<file path="src/rtl/dual_port_ram_arbiter_pkg.sv">
// ---------------------------------------------------------------------------
// dual_port_ram_arbiter_pkg -- shared index-width helpers. Rev 1.0
// ---------------------------------------------------------------------------
`default_nettype none

package dual_port_ram_arbiter_pkg;

  localparam int MAX_REQ = 8;

  function automatic int clog2(input int n);
    int r;
    r = 0;
    for (int v = 1; v < n; v = v << 1) begin
      r++;
    end
    return r;
  endfunction

  // A single requester still needs a 1-bit index register.
  function automatic int idx_w(input int n);
    return (n < 2) ? 1 : clog2(n);
  endfunction

endpackage

`default_nettype wire

</file>
<file path="src/rtl/dual_port_ram_arbiter_if.sv">
// ---------------------------------------------------------------------------
// dual_port_ram_arbiter_if -- requester-side write/read handshake bus. Rev 1.0
// ---------------------------------------------------------------------------
`default_nettype none

interface dual_port_ram_arbiter_if #(
  parameter int NUM_REQ    = 2,
  parameter int DATA_WIDTH = 8,
  parameter int ADDR_WIDTH = 12
);
  logic [NUM_REQ-1:0]            wr_req;
  logic [NUM_REQ*ADDR_WIDTH-1:0] wr_addr;
  logic [NUM_REQ*DATA_WIDTH-1:0] wr_data;
  logic [NUM_REQ-1:0]            wr_gnt;
  logic [NUM_REQ-1:0]            rd_req;
  logic [NUM_REQ*ADDR_WIDTH-1:0] rd_addr;
  logic [NUM_REQ-1:0]            rd_gnt;
  logic [NUM_REQ-1:0]            rd_valid;
  logic [DATA_WIDTH-1:0]         rd_data;

  modport master (
    output wr_req, wr_addr, wr_data, rd_req, rd_addr,
    input  wr_gnt, rd_gnt, rd_valid, rd_data
  );

  modport slave (
    input  wr_req, wr_addr, wr_data, rd_req, rd_addr,
    output wr_gnt, rd_gnt, rd_valid, rd_data
  );
endinterface

`default_nettype wire

</file>
<file path="src/rtl/dual_port_ram_arbiter_rr_arbiter.sv">
// ---------------------------------------------------------------------------
// rr_arbiter -- combinational round-robin grant with registered pointer. Rev 1.0
// ---------------------------------------------------------------------------
`default_nettype none

module rr_arbiter
  import dual_port_ram_arbiter_pkg::*;
#(
  parameter int  N     = 2,
  localparam int IDX_W = idx_w(N)
) (
  input  wire logic             clk,
  input  wire logic             reset_n,
  input  wire logic [N-1:0]     req,
  output logic      [N-1:0]     gnt,
  output logic      [IDX_W-1:0] gnt_idx
);

  logic [IDX_W-1:0] last;
  logic [IDX_W-1:0] cand;
  logic             found;

  // Search starts one past the last winner; grants are forced low in reset.
  always_comb begin
    gnt     = '0;
    gnt_idx = '0;
    found   = 1'b0;
    cand    = '0;
    for (int k = 1; k <= N; k++) begin
      cand = IDX_W'((int'(last) + k) % N);
      if (!found && reset_n && req[cand]) begin
        found        = 1'b1;
        gnt[cand]    = 1'b1;
        gnt_idx      = cand;
      end
    end
  end

  always_ff @(posedge clk or negedge reset_n) begin
    if (!reset_n) begin
      last <= IDX_W'(N - 1);
    end else if (found) begin
      last <= gnt_idx;
    end
  end

endmodule

`default_nettype wire

</file>
<file path="src/rtl/dual_port_ram_arbiter.sv">
// ---------------------------------------------------------------------------
// dual_port_ram_arbiter -- shares one simple dual-port RAM among NUM_REQ clients. Rev 1.0
// ---------------------------------------------------------------------------
`default_nettype none

module dual_port_ram_arbiter
  import dual_port_ram_arbiter_pkg::*;
#(
  parameter int  NUM_REQ    = 2,
  parameter int  DATA_WIDTH = 8,
  parameter int  ADDR_WIDTH = 12,
  localparam int IDX_W      = idx_w(NUM_REQ)
) (
  input  wire logic                  clk,
  input  wire logic                  reset_n,
  dual_port_ram_arbiter_if.slave     bus,
  output logic                       ram_we,
  output logic [ADDR_WIDTH-1:0]      ram_write_addr,
  output logic [DATA_WIDTH-1:0]      ram_data_in,
  output logic [ADDR_WIDTH-1:0]      ram_read_addr,
  input  wire logic [DATA_WIDTH-1:0] ram_data_out
);

  logic [NUM_REQ-1:0] wr_gnt;
  logic [NUM_REQ-1:0] rd_gnt;
  logic [IDX_W-1:0]   wr_idx;
  logic [IDX_W-1:0]   rd_idx;
  logic               pend_v;
  logic [IDX_W-1:0]   pend_id;

  rr_arbiter #(.N(NUM_REQ)) u_wr_arb (
    .clk     (clk),
    .reset_n (reset_n),
    .req     (bus.wr_req),
    .gnt     (wr_gnt),
    .gnt_idx (wr_idx)
  );

  rr_arbiter #(.N(NUM_REQ)) u_rd_arb (
    .clk     (clk),
    .reset_n (reset_n),
    .req     (bus.rd_req),
    .gnt     (rd_gnt),
    .gnt_idx (rd_idx)
  );

  assign bus.wr_gnt = wr_gnt;
  assign bus.rd_gnt = rd_gnt;
  assign ram_we     = |wr_gnt;

  // Idle ports drive zero rather than the slice of index 0.
  always_comb begin
    ram_write_addr = '0;
    ram_data_in    = '0;
    ram_read_addr  = '0;
    if (|wr_gnt) begin
      ram_write_addr = bus.wr_addr[int'(wr_idx)*ADDR_WIDTH +: ADDR_WIDTH];
      ram_data_in    = bus.wr_data[int'(wr_idx)*DATA_WIDTH +: DATA_WIDTH];
    end
    if (|rd_gnt) begin
      ram_read_addr  = bus.rd_addr[int'(rd_idx)*ADDR_WIDTH +: ADDR_WIDTH];
    end
  end

  always_ff @(posedge clk or negedge reset_n) begin
    if (!reset_n) begin
      pend_v  <= 1'b0;
      pend_id <= '0;
    end else begin
      pend_v  <= |rd_gnt;
      pend_id <= rd_idx;
    end
  end

  always_comb begin
    bus.rd_valid = '0;
    if (pend_v) begin
      bus.rd_valid[pend_id] = 1'b1;
    end
  end

  assign bus.rd_data = pend_v ? ram_data_out : '0;

endmodule

`default_nettype wire

</file>
<file path="src/flat_wrapper.sv">
// flat-port wrapper written by rule: the top's interface ports become plain ports
module dual_port_ram_arbiter_flat import dual_port_ram_arbiter_pkg::*;
#(
  parameter int  NUM_REQ    = 2,
  parameter int  DATA_WIDTH = 8,
  parameter int  ADDR_WIDTH = 12,
  localparam int IDX_W      = idx_w(NUM_REQ)
)
  (clk, reset_n, ram_we, ram_write_addr, ram_data_in, ram_read_addr, ram_data_out, bus_wr_req, bus_wr_addr, bus_wr_data, bus_rd_req, bus_rd_addr, bus_wr_gnt, bus_rd_gnt, bus_rd_valid, bus_rd_data);
  dual_port_ram_arbiter_if #(.NUM_REQ(NUM_REQ), .DATA_WIDTH(DATA_WIDTH), .ADDR_WIDTH(ADDR_WIDTH)) bus_i ();
  input  wire logic clk;
  input  wire logic reset_n;
  output logic ram_we;
  output logic [ADDR_WIDTH-1:0] ram_write_addr;
  output logic [DATA_WIDTH-1:0] ram_data_in;
  output logic [ADDR_WIDTH-1:0] ram_read_addr;
  input  wire logic [DATA_WIDTH-1:0] ram_data_out;
  input wire logic [$bits(bus_i.wr_req)-1:0] bus_wr_req;
  input wire logic [$bits(bus_i.wr_addr)-1:0] bus_wr_addr;
  input wire logic [$bits(bus_i.wr_data)-1:0] bus_wr_data;
  input wire logic [$bits(bus_i.rd_req)-1:0] bus_rd_req;
  input wire logic [$bits(bus_i.rd_addr)-1:0] bus_rd_addr;
  output wire logic [$bits(bus_i.wr_gnt)-1:0] bus_wr_gnt;
  output wire logic [$bits(bus_i.rd_gnt)-1:0] bus_rd_gnt;
  output wire logic [$bits(bus_i.rd_valid)-1:0] bus_rd_valid;
  output wire logic [$bits(bus_i.rd_data)-1:0] bus_rd_data;
  assign bus_i.wr_req = bus_wr_req;
  assign bus_i.wr_addr = bus_wr_addr;
  assign bus_i.wr_data = bus_wr_data;
  assign bus_i.rd_req = bus_rd_req;
  assign bus_i.rd_addr = bus_rd_addr;
  assign bus_wr_gnt = bus_i.wr_gnt;
  assign bus_rd_gnt = bus_i.rd_gnt;
  assign bus_rd_valid = bus_i.rd_valid;
  assign bus_rd_data = bus_i.rd_data;
  dual_port_ram_arbiter #(.NUM_REQ(NUM_REQ), .DATA_WIDTH(DATA_WIDTH), .ADDR_WIDTH(ADDR_WIDTH)) u_core (.clk(clk), .reset_n(reset_n), .bus(bus_i), .ram_we(ram_we), .ram_write_addr(ram_write_addr), .ram_data_in(ram_data_in), .ram_read_addr(ram_read_addr), .ram_data_out(ram_data_out));
endmodule
</file>
<file path="config.mk">
export PLATFORM = sky130hd
export DESIGN_NAME = dual_port_ram_arbiter_flat
export DESIGN_NICKNAME = d
export VERILOG_FILES = /design/src/rtl/dual_port_ram_arbiter_pkg.sv /design/src/rtl/dual_port_ram_arbiter_if.sv /design/src/rtl/dual_port_ram_arbiter_rr_arbiter.sv /design/src/rtl/dual_port_ram_arbiter.sv /design/src/flat_wrapper.sv
export SDC_FILE = /design/constraint.sdc
export NUM_CORES = 1
export LEC_CHECK = 0
export CAP_MARGIN = 15
export CORE_MARGIN = 5
export CORE_UTILIZATION = 22
export DETAILED_ROUTE_END_ITERATION = 8
export GPL_ROUTABILITY_DRIVEN = 0
export PLACE_DENSITY = 0.79
export SLEW_MARGIN = 25
export SYNTH_ARGS = -nofsm -noshare
export SYNTH_HDL_FRONTEND = slang
export SYNTH_HIERARCHICAL = 1
export SYNTH_SLANG_ARGS = --single-unit
</file>
<file path="constraint.sdc">
create_clock -name clk -period 2.1 [get_ports clk]
set_clock_uncertainty 0.1 [all_clocks]
set_input_delay 0.42 -clock clk [delete_from_list [all_inputs] [get_ports clk]]
set_output_delay 0.42 -clock clk [all_outputs]
set_load 0.01 [all_outputs]
</file>
==> flow_metrics.py <==
metrics = {
    "drt": {
        "final_antenna_net_count": 0,
        "vias_per_cell": 4.30,
        "firstDrtPassIters": 4,
        "drt-total-wl_um": 4060,
        "vias": 1272,
        "drt_iter0_drc": 39,
        "drc": 0,
        "wl_per_cell_um": 13.7,
    },
    "timing": {
        "tightest_slew_ps": 291,
        "layout_min_cycle_time_ps": 2080,
        "setup_ws_ps": 18.6,
        "relSlewSlack_pct": 80.5,
        "clock.fmax_mhz": 480,
        "rsz0062_at_grt": "true",
        "hold_violations": 0,
        "fin_crit_sh_pct": 99.1,
        "setup_viol": 0,
        "slew_viol_final": 0,
    },
    "critical_path": {
        "reg2reg_slack_ps": 750,
        "crit_path_frequent_cell": "buf_6",
        "cp_cell_sequence": "buf_6 -> a21oi_4 -> buf_6 -> buf_16 -> mux2i_1 -> nor2_1 -> buf_2",
        "worstSetupPathType": "flip-flop to output port",
        "crit_end": "ram_write_addr[10]",
        "cp-end-kind": "output port",
        "cp-startpoint": "u_core/u_wr_arb/last",
        "cpPeakStageDelay_ps": 530,
        "slowest_stage": "dfstp_2",
        "rr_endpoint": "u_core/pend_v",
        "ff2ff_path_depth": 4,
        "startpoint_type": "flip-flop",
        "cp_data_arrival_time_ps": 1560,
        "worstPathMaxFanout": 5,
        "rr_startpoint": "u_core/u_rd_arb/last",
        "required_ps": 1580,
    },
    "synth": {
        "syn_inst": 104,
        "yosys.area_share.simple_pct": 29.0,
        "synth.avg_cell_area_sq_um": 7.23,
        "yosysTopAreaCell": "mux2i_1",
        "synth_fp_nets": 182,
        "synth_cell_type_count": 13,
        "synth_top_family_by_area": "multiplexers",
        "synthMuxAreaShare_pct": 42.6,
        "ys_seq_area_share_pct": 13.6,
        "synth-xor-area-share_pct": 0,
        "synth_top_area_share_pct": 42.6,
        "ys_ff_latch": 4,
        "synth_compound_area_share_pct": 6.32,
        "netlist_area_sq_um": 752,
        "yosys_warnings": 6,
        "synth_fa_ha_area_share_pct": 0,
        "synth.top_cells.by_area": "mux2i_1 (43%), nor2_1 (17%), and2_1 (7.5%)",
    },
    "finish": {
        "multi_input_area_sq_um": 663,
        "antenna_cells": 0,
        "register_area_sq_um": 103,
        "final_cells": 296,
        "fillers": 315,
        "final_nets": 329,
        "final_area_sq_um": 2160,
        "drive_gt1_share_pct": 32.8,
        "syn_to_final_growth_pct": 188,
    },
    "placement": {
        "place_area_sq_um": 2140,
        "portBuffers": 124,
        "placedCellCount": 283,
        "dp_slack_ps": -852,
        "dp_hpwl_um": 3160,
    },
    "global_routing": {
        "grt_pass1_wl_um": 6000,
        "grt_remaining_overflow": 0,
        "first_global_vias": 1288,
        "grt.total_usage_pct": 16.9,
        "antenna_found_initial": 0,
        "grt_max_degree": 22,
    },
    "floorplanning": {
        "fp.dieW_um": 68.5,
        "row_count": 21,
        "design.core.area_sq_um": 3310,
        "die_h_um": 68.5,
        "start_util_pct": 22.7,
        "ios": 125,
        "die-area_sq_um": 4690,
    },
    "clocking": {
        "cts_buffer_depth": 2,
        "cts.sinks": 4,
        "cts-root-buf": "clkbuf_4",
        "cts_tree": "yes",
        "numCtsBuffers": 3,
        "clkLatencyLatePin_ps": 230,
        "h-tree-depth": 1,
        "clk_pin_slew_ps": 40,
    },
    "outcome": {
        "outcome": "complete, no violations",
    },
    "power_and_ir_drop": {
        "powerDensity_nw_per_um2": 342,
        "power.leakage_nw": 0.992,
        "peakVddDrop_v": 0.000148,
    },
    "flow_run": {
        "maxCapViolCount": 0,
    },
    "hold_path": {
        "hold_class": "primary input to asynchronous set/reset pin",
    },
}
## state kept, by name, summed over array words and instances, names as in the netlist
signal / flops
u_core/pend_id: 1
u_core/pend_v: 1
u_core/u_wr_arb/last: 1
u_core/u_rd_arb/last: 1
## kinds of logic after synthesis
family,after synthesis
compound gates,8
buf+inv,10
flops,4
mux,32
simple gates,50
## worst min-delay path by stage
| stage | endpoint | cells past startpoint | slack [ps] | from |
|---|---|---|---|---|
| 2_1_floorplan | u_core/pend_id | 0 | 20 | reset_n |
| 3_3_place_gp | u_core/u_wr_arb/last | 3 | 460 | u_core/u_wr_arb/last |
| 3_5_place_dp | u_core/u_wr_arb/last | 3 | 460 | u_core/u_wr_arb/last |
| 4_1_cts | u_core/pend_v | 2 | 40 | reset_n |
| 5_1_grt | u_core/pend_v | 2 | 40 | reset_n |
| 6_report | u_core/pend_id | 2 | 50 | reset_n |
## power by group
| group | internal (mW) | leakage [nW] | switching, mW |
|---|---|---|---|
| logic | 0.319 | 0.931 | 0.207 |
| clock network | 0.0714 | 0.0150 | 0.0327 |
| registers | 0.0943 | 0.0467 | 0.0159 |
## cell usage after synthesis, drive strengths merged
cell type	n
buf	6
and2	9
a21oi	8
and3	2
inv	4
dfstp	2
nor2b	1
mux2i	32
dfrtp	2
nand2	4
nor2	34
## metal layers
metal / GRT usage [%] / vias to the layer above / wire length, um
met5: 0 / - / 0
met4: 6.45 / 0 / 21
met3: 4.11 / 2 / 358
met2: 31.6 / 49 / 2300
met1: 17.9 / 580 / 1380
li1: - / 641 / -
## through the flow
stage | TNS [ps] | util (%) | total power [mW] | hold slack (ps)
after floorplan | 0 | - | 0.287 | 24.4
after global placement | -24160 | 64.7 | 0.630 | 456
after detailed placement | -26000 | 64.7 | 0.638 | 462
after CTS | -20.8 | 65.9 | 0.749 | 44.3
after global routing | -402 | 65.3 | 0.803 | 38.7
final | 0 | 65.3 | 0.740 | 48.3
## area by class of cell
class	instances	area share, %
Timing Repair Buffer	148	60.0
Multi-Input combinational cell	90	30.7
Sequential cell	4	4.75
Tap cell	46	2.66
Clock buffer	4	1.22
Inverter	4	0.694
## placed cells by master, fill, tap and decap left out
master / count
clkdlybuf4s50_1: 82
dfstp_2: 2
buf_2: 34
dfrtp_1: 2
a21oi_4: 4
mux2i_1: 30
nor2_4: 1
and3_1: 2
buf_4: 18
nand2_1: 2
clkbuf_2: 3
inv_1: 4
clkbuf_1: 1
nor2_1: 31
dlygate4sd2_1: 3
nand2_2: 2
buf_16: 2
a21oi_2: 4
clkbuf_4: 3
and2_1: 9
nor2_2: 2
clkdlybuf4s15_1: 1
nor2b_1: 1
buf_6: 4
mux2i_2: 2
buf_12: 1
## worst max-delay path, delay by kind of cell (launching register included)
kind,cells,cell delay [ps]
mux,1,110
flops,1,530
buf+inv,4,530
compound gates,1,50
simple gates,1,100
## what timing repair did
action	4_1_cts	5_1_grt
hold buffers	0	0
resized for setup	164	14
gates cloned	3	0
setup buffers	8	2
endpoints found under the hold margin	0	0
endpoints found under the setup margin	37	34
pin swaps	4	6
No activity file was read; power rests on OpenSTA's default activity.
==> variant (same settings) <==
`NUM_REQ` is set to 2 in 3 places; all go to 1.
--- a/src/rtl/dual_port_ram_arbiter_if.sv
+++ b/src/rtl/dual_port_ram_arbiter_if.sv
@@ -6,3 +6,3 @@
 interface dual_port_ram_arbiter_if #(
-  parameter int NUM_REQ    = 2,
+  parameter int NUM_REQ    = 1,
   parameter int DATA_WIDTH = 8,
--- a/src/rtl/dual_port_ram_arbiter.sv
+++ b/src/rtl/dual_port_ram_arbiter.sv
@@ -8,3 +8,3 @@
 #(
-  parameter int  NUM_REQ    = 2,
+  parameter int  NUM_REQ    = 1,
   parameter int  DATA_WIDTH = 8,
--- a/src/flat_wrapper.sv
+++ b/src/flat_wrapper.sv
@@ -3,3 +3,3 @@
 #(
-  parameter int  NUM_REQ    = 2,
+  parameter int  NUM_REQ    = 1,
   parameter int  DATA_WIDTH = 8,
Ports: changed (8 resized); port bits go from 125 to 88. No check against the original RTL was run, so the function may have changed too.
==> variant against the unedited design <==
  * Wire length down 36%
  * Setup slack gained 0.021 ns
  * Core utilization shrank 0.083 points
  * Total power fell by 59%
  * Synthesized area down 36%
  * Sequential cell count decreased by 2
  * Design area fell by 39%
  * Critical path type is now input port to output pin
  * Largest cell class unchanged
==> variant: results (changes against the unedited design) <==
- Outcome: complete, no violations
- Synth cell count leaders: and3b_1 (32), and2_1 (10), buf_4 (3), buf_6 (3)
- Max Buffers Root-to-Sink: 2 (unchanged)
- Pleak: 0.0007085 uW (-29%)
- Inst Count DP: 166 (-41%)
- Drt first pass iters: 2 (-2)
- Clk root buf: clkbuf_4
- Top post-synthesis cells by area: and3b_1 (59%), and2_1 (13%), dfrtp_1 (10%), buf_6 (7.1%), buf_4 (4.7%)
- Synth Instances: 56 (-46%)
- Post-DR wirelength/cell: 15.28 um (+11%)
- Vias per cell: 4.308 (+0.24%)
- Post-synthesis mux area share: 0% (-43 points)
- Syn_nets: 100 (-45%)
- FFs w/ async S/R, synth: 100.0% (unchanged)
- Arr. time, crit path: 1.54 ns (-0.02 ns)
- CP peak stage delay: 0.45 ns (-0.08 ns)
- CP max FO: 13 (+8)
- Worst-path clk slew: 0.03 ns
- WL final: 2583 um (-36%)
- CP max stage cell: clkdlybuf4s50_1
- Area share of fa/ha/maj cells after synthesis: 0% (unchanged)
- Layout cell share with drive strength beyond 1: 18.31% (-14 points)
- Complex-gate fraction of the synthesized area: 0% (-6.3 points)
- Post-Synth XOR/XNOR Area: 0% (unchanged)
- Pre-CTS setup slack: -0.3545 ns (+0.4973 ns)
- Number of global-route vias before repair: 746 (-42%)
- I/O Buffers: 87 (-30%)
- Period Utilization, post-route: 98.13% (-0.98 points)
- Dpl hpwl: 2204 um (-30%)
- First-pass GRT wire length: 3864 um (-36%)
- Number of post-CTS setup repair buffers: 0 (-8)
- Yosys cell types: 9 (-4)
- # nets final: 188 (-43%)
- Pin count of the biggest net entering global routing: 21 (-4.5%)
- Hold Path Class: input port to async pin
- Main synth FF type: dfrtp_1
- DP Area: 1349 sq um (-37%)
- Initial DRC count: 5 (-87%)
- Sequential cell area fraction in the yosys report: 10.47% (-3.2 points)
- VDD IR max: 0.1596 mV (+8.2%)
- Total Negative Setup Slacks: 0 ns (unchanged)
- N_diodes: 0 (unchanged)
- CTS buffer count: 3 (unchanged)
- Total track usage: 15.62% (-1.3 points)
- H-tree levels: 1 (unchanged)
- Antenna violations before repair: 0 (unchanged)
- Biggest regs: u_core/pend_id x1, u_core/pend_v x1
- Ys Warns: 6 (unchanged)
## variant: cell count changes after synthesis, sizes merged
cell / unedited run / this run
inv: 4 / 0
nor2: 34 / 0
conb: 0 / 2
dfstp: 2 / 0
and2: 9 / 10
a21oi: 8 / 0
buf: 6 / 8
and3b: 0 / 32
mux2i: 32 / 0
clkbuf: 0 / 1
nand2: 4 / 0
and3: 2 / 0
## variant: critical path: cells and delay by family
| family | cells | cell delay [ns] |
|---|---|---|
| buf+inv | 3 | 0.82 |
| simple gates | 2 | 0.30 |
## variant: per-layer routing
| metal | track usage, % | vias to the layer above | wire length, um |
|---|---|---|---|
| li1 | - | 361 | - |
| met1 | 15.83 | 310 | 992 |
| met2 | 28.55 | 51 | 1297 |
| met3 | 5.505 | 6 | 251 |
| met4 | 6.441 | 0 | 42 |
| met5 | 0 | - | 0 |
## variant: repair_timing
action,in CTS,in global routing
setup endpoints to repair,35,27
resized for setup,62,28
gates cloned,0,0
hold buffers,0,0
## variant: cell families (layout without fill, tap and decap cells)
family / count (synthesis) / after routing
simple gates: 43 / 43
buf+inv: 9 / 95
other cells: 2 / 2
flops: 2 / 2
## variant: final timing paths
kind	startpoint	end	slack [ns]
setup / recovery	bus_rd_req	ram_read_addr[5]	0.04
hold / removal	reset_n	u_core/pend_v	0.14
max in group asynchronous	reset_n	u_core/pend_id	1.67
min in group clk	reset_n	u_core/pend_v	0.76
## variant: area by class of cell
class	instances	area, sq um
fill	200	703.2
sequential	2	50.05
clock buffer	3	22.52
multi-input combinational	45	359.1
tap	27	33.78
timing repair buffer	92	853.3
## variant: power breakdown
group / total (uW) / internal, uW / switching [uW]
registers: 42.6 / 40.8 / 1.73
clock network: 82.5 / 62.8 / 19.7
logic: 178 / 124 / 54.3
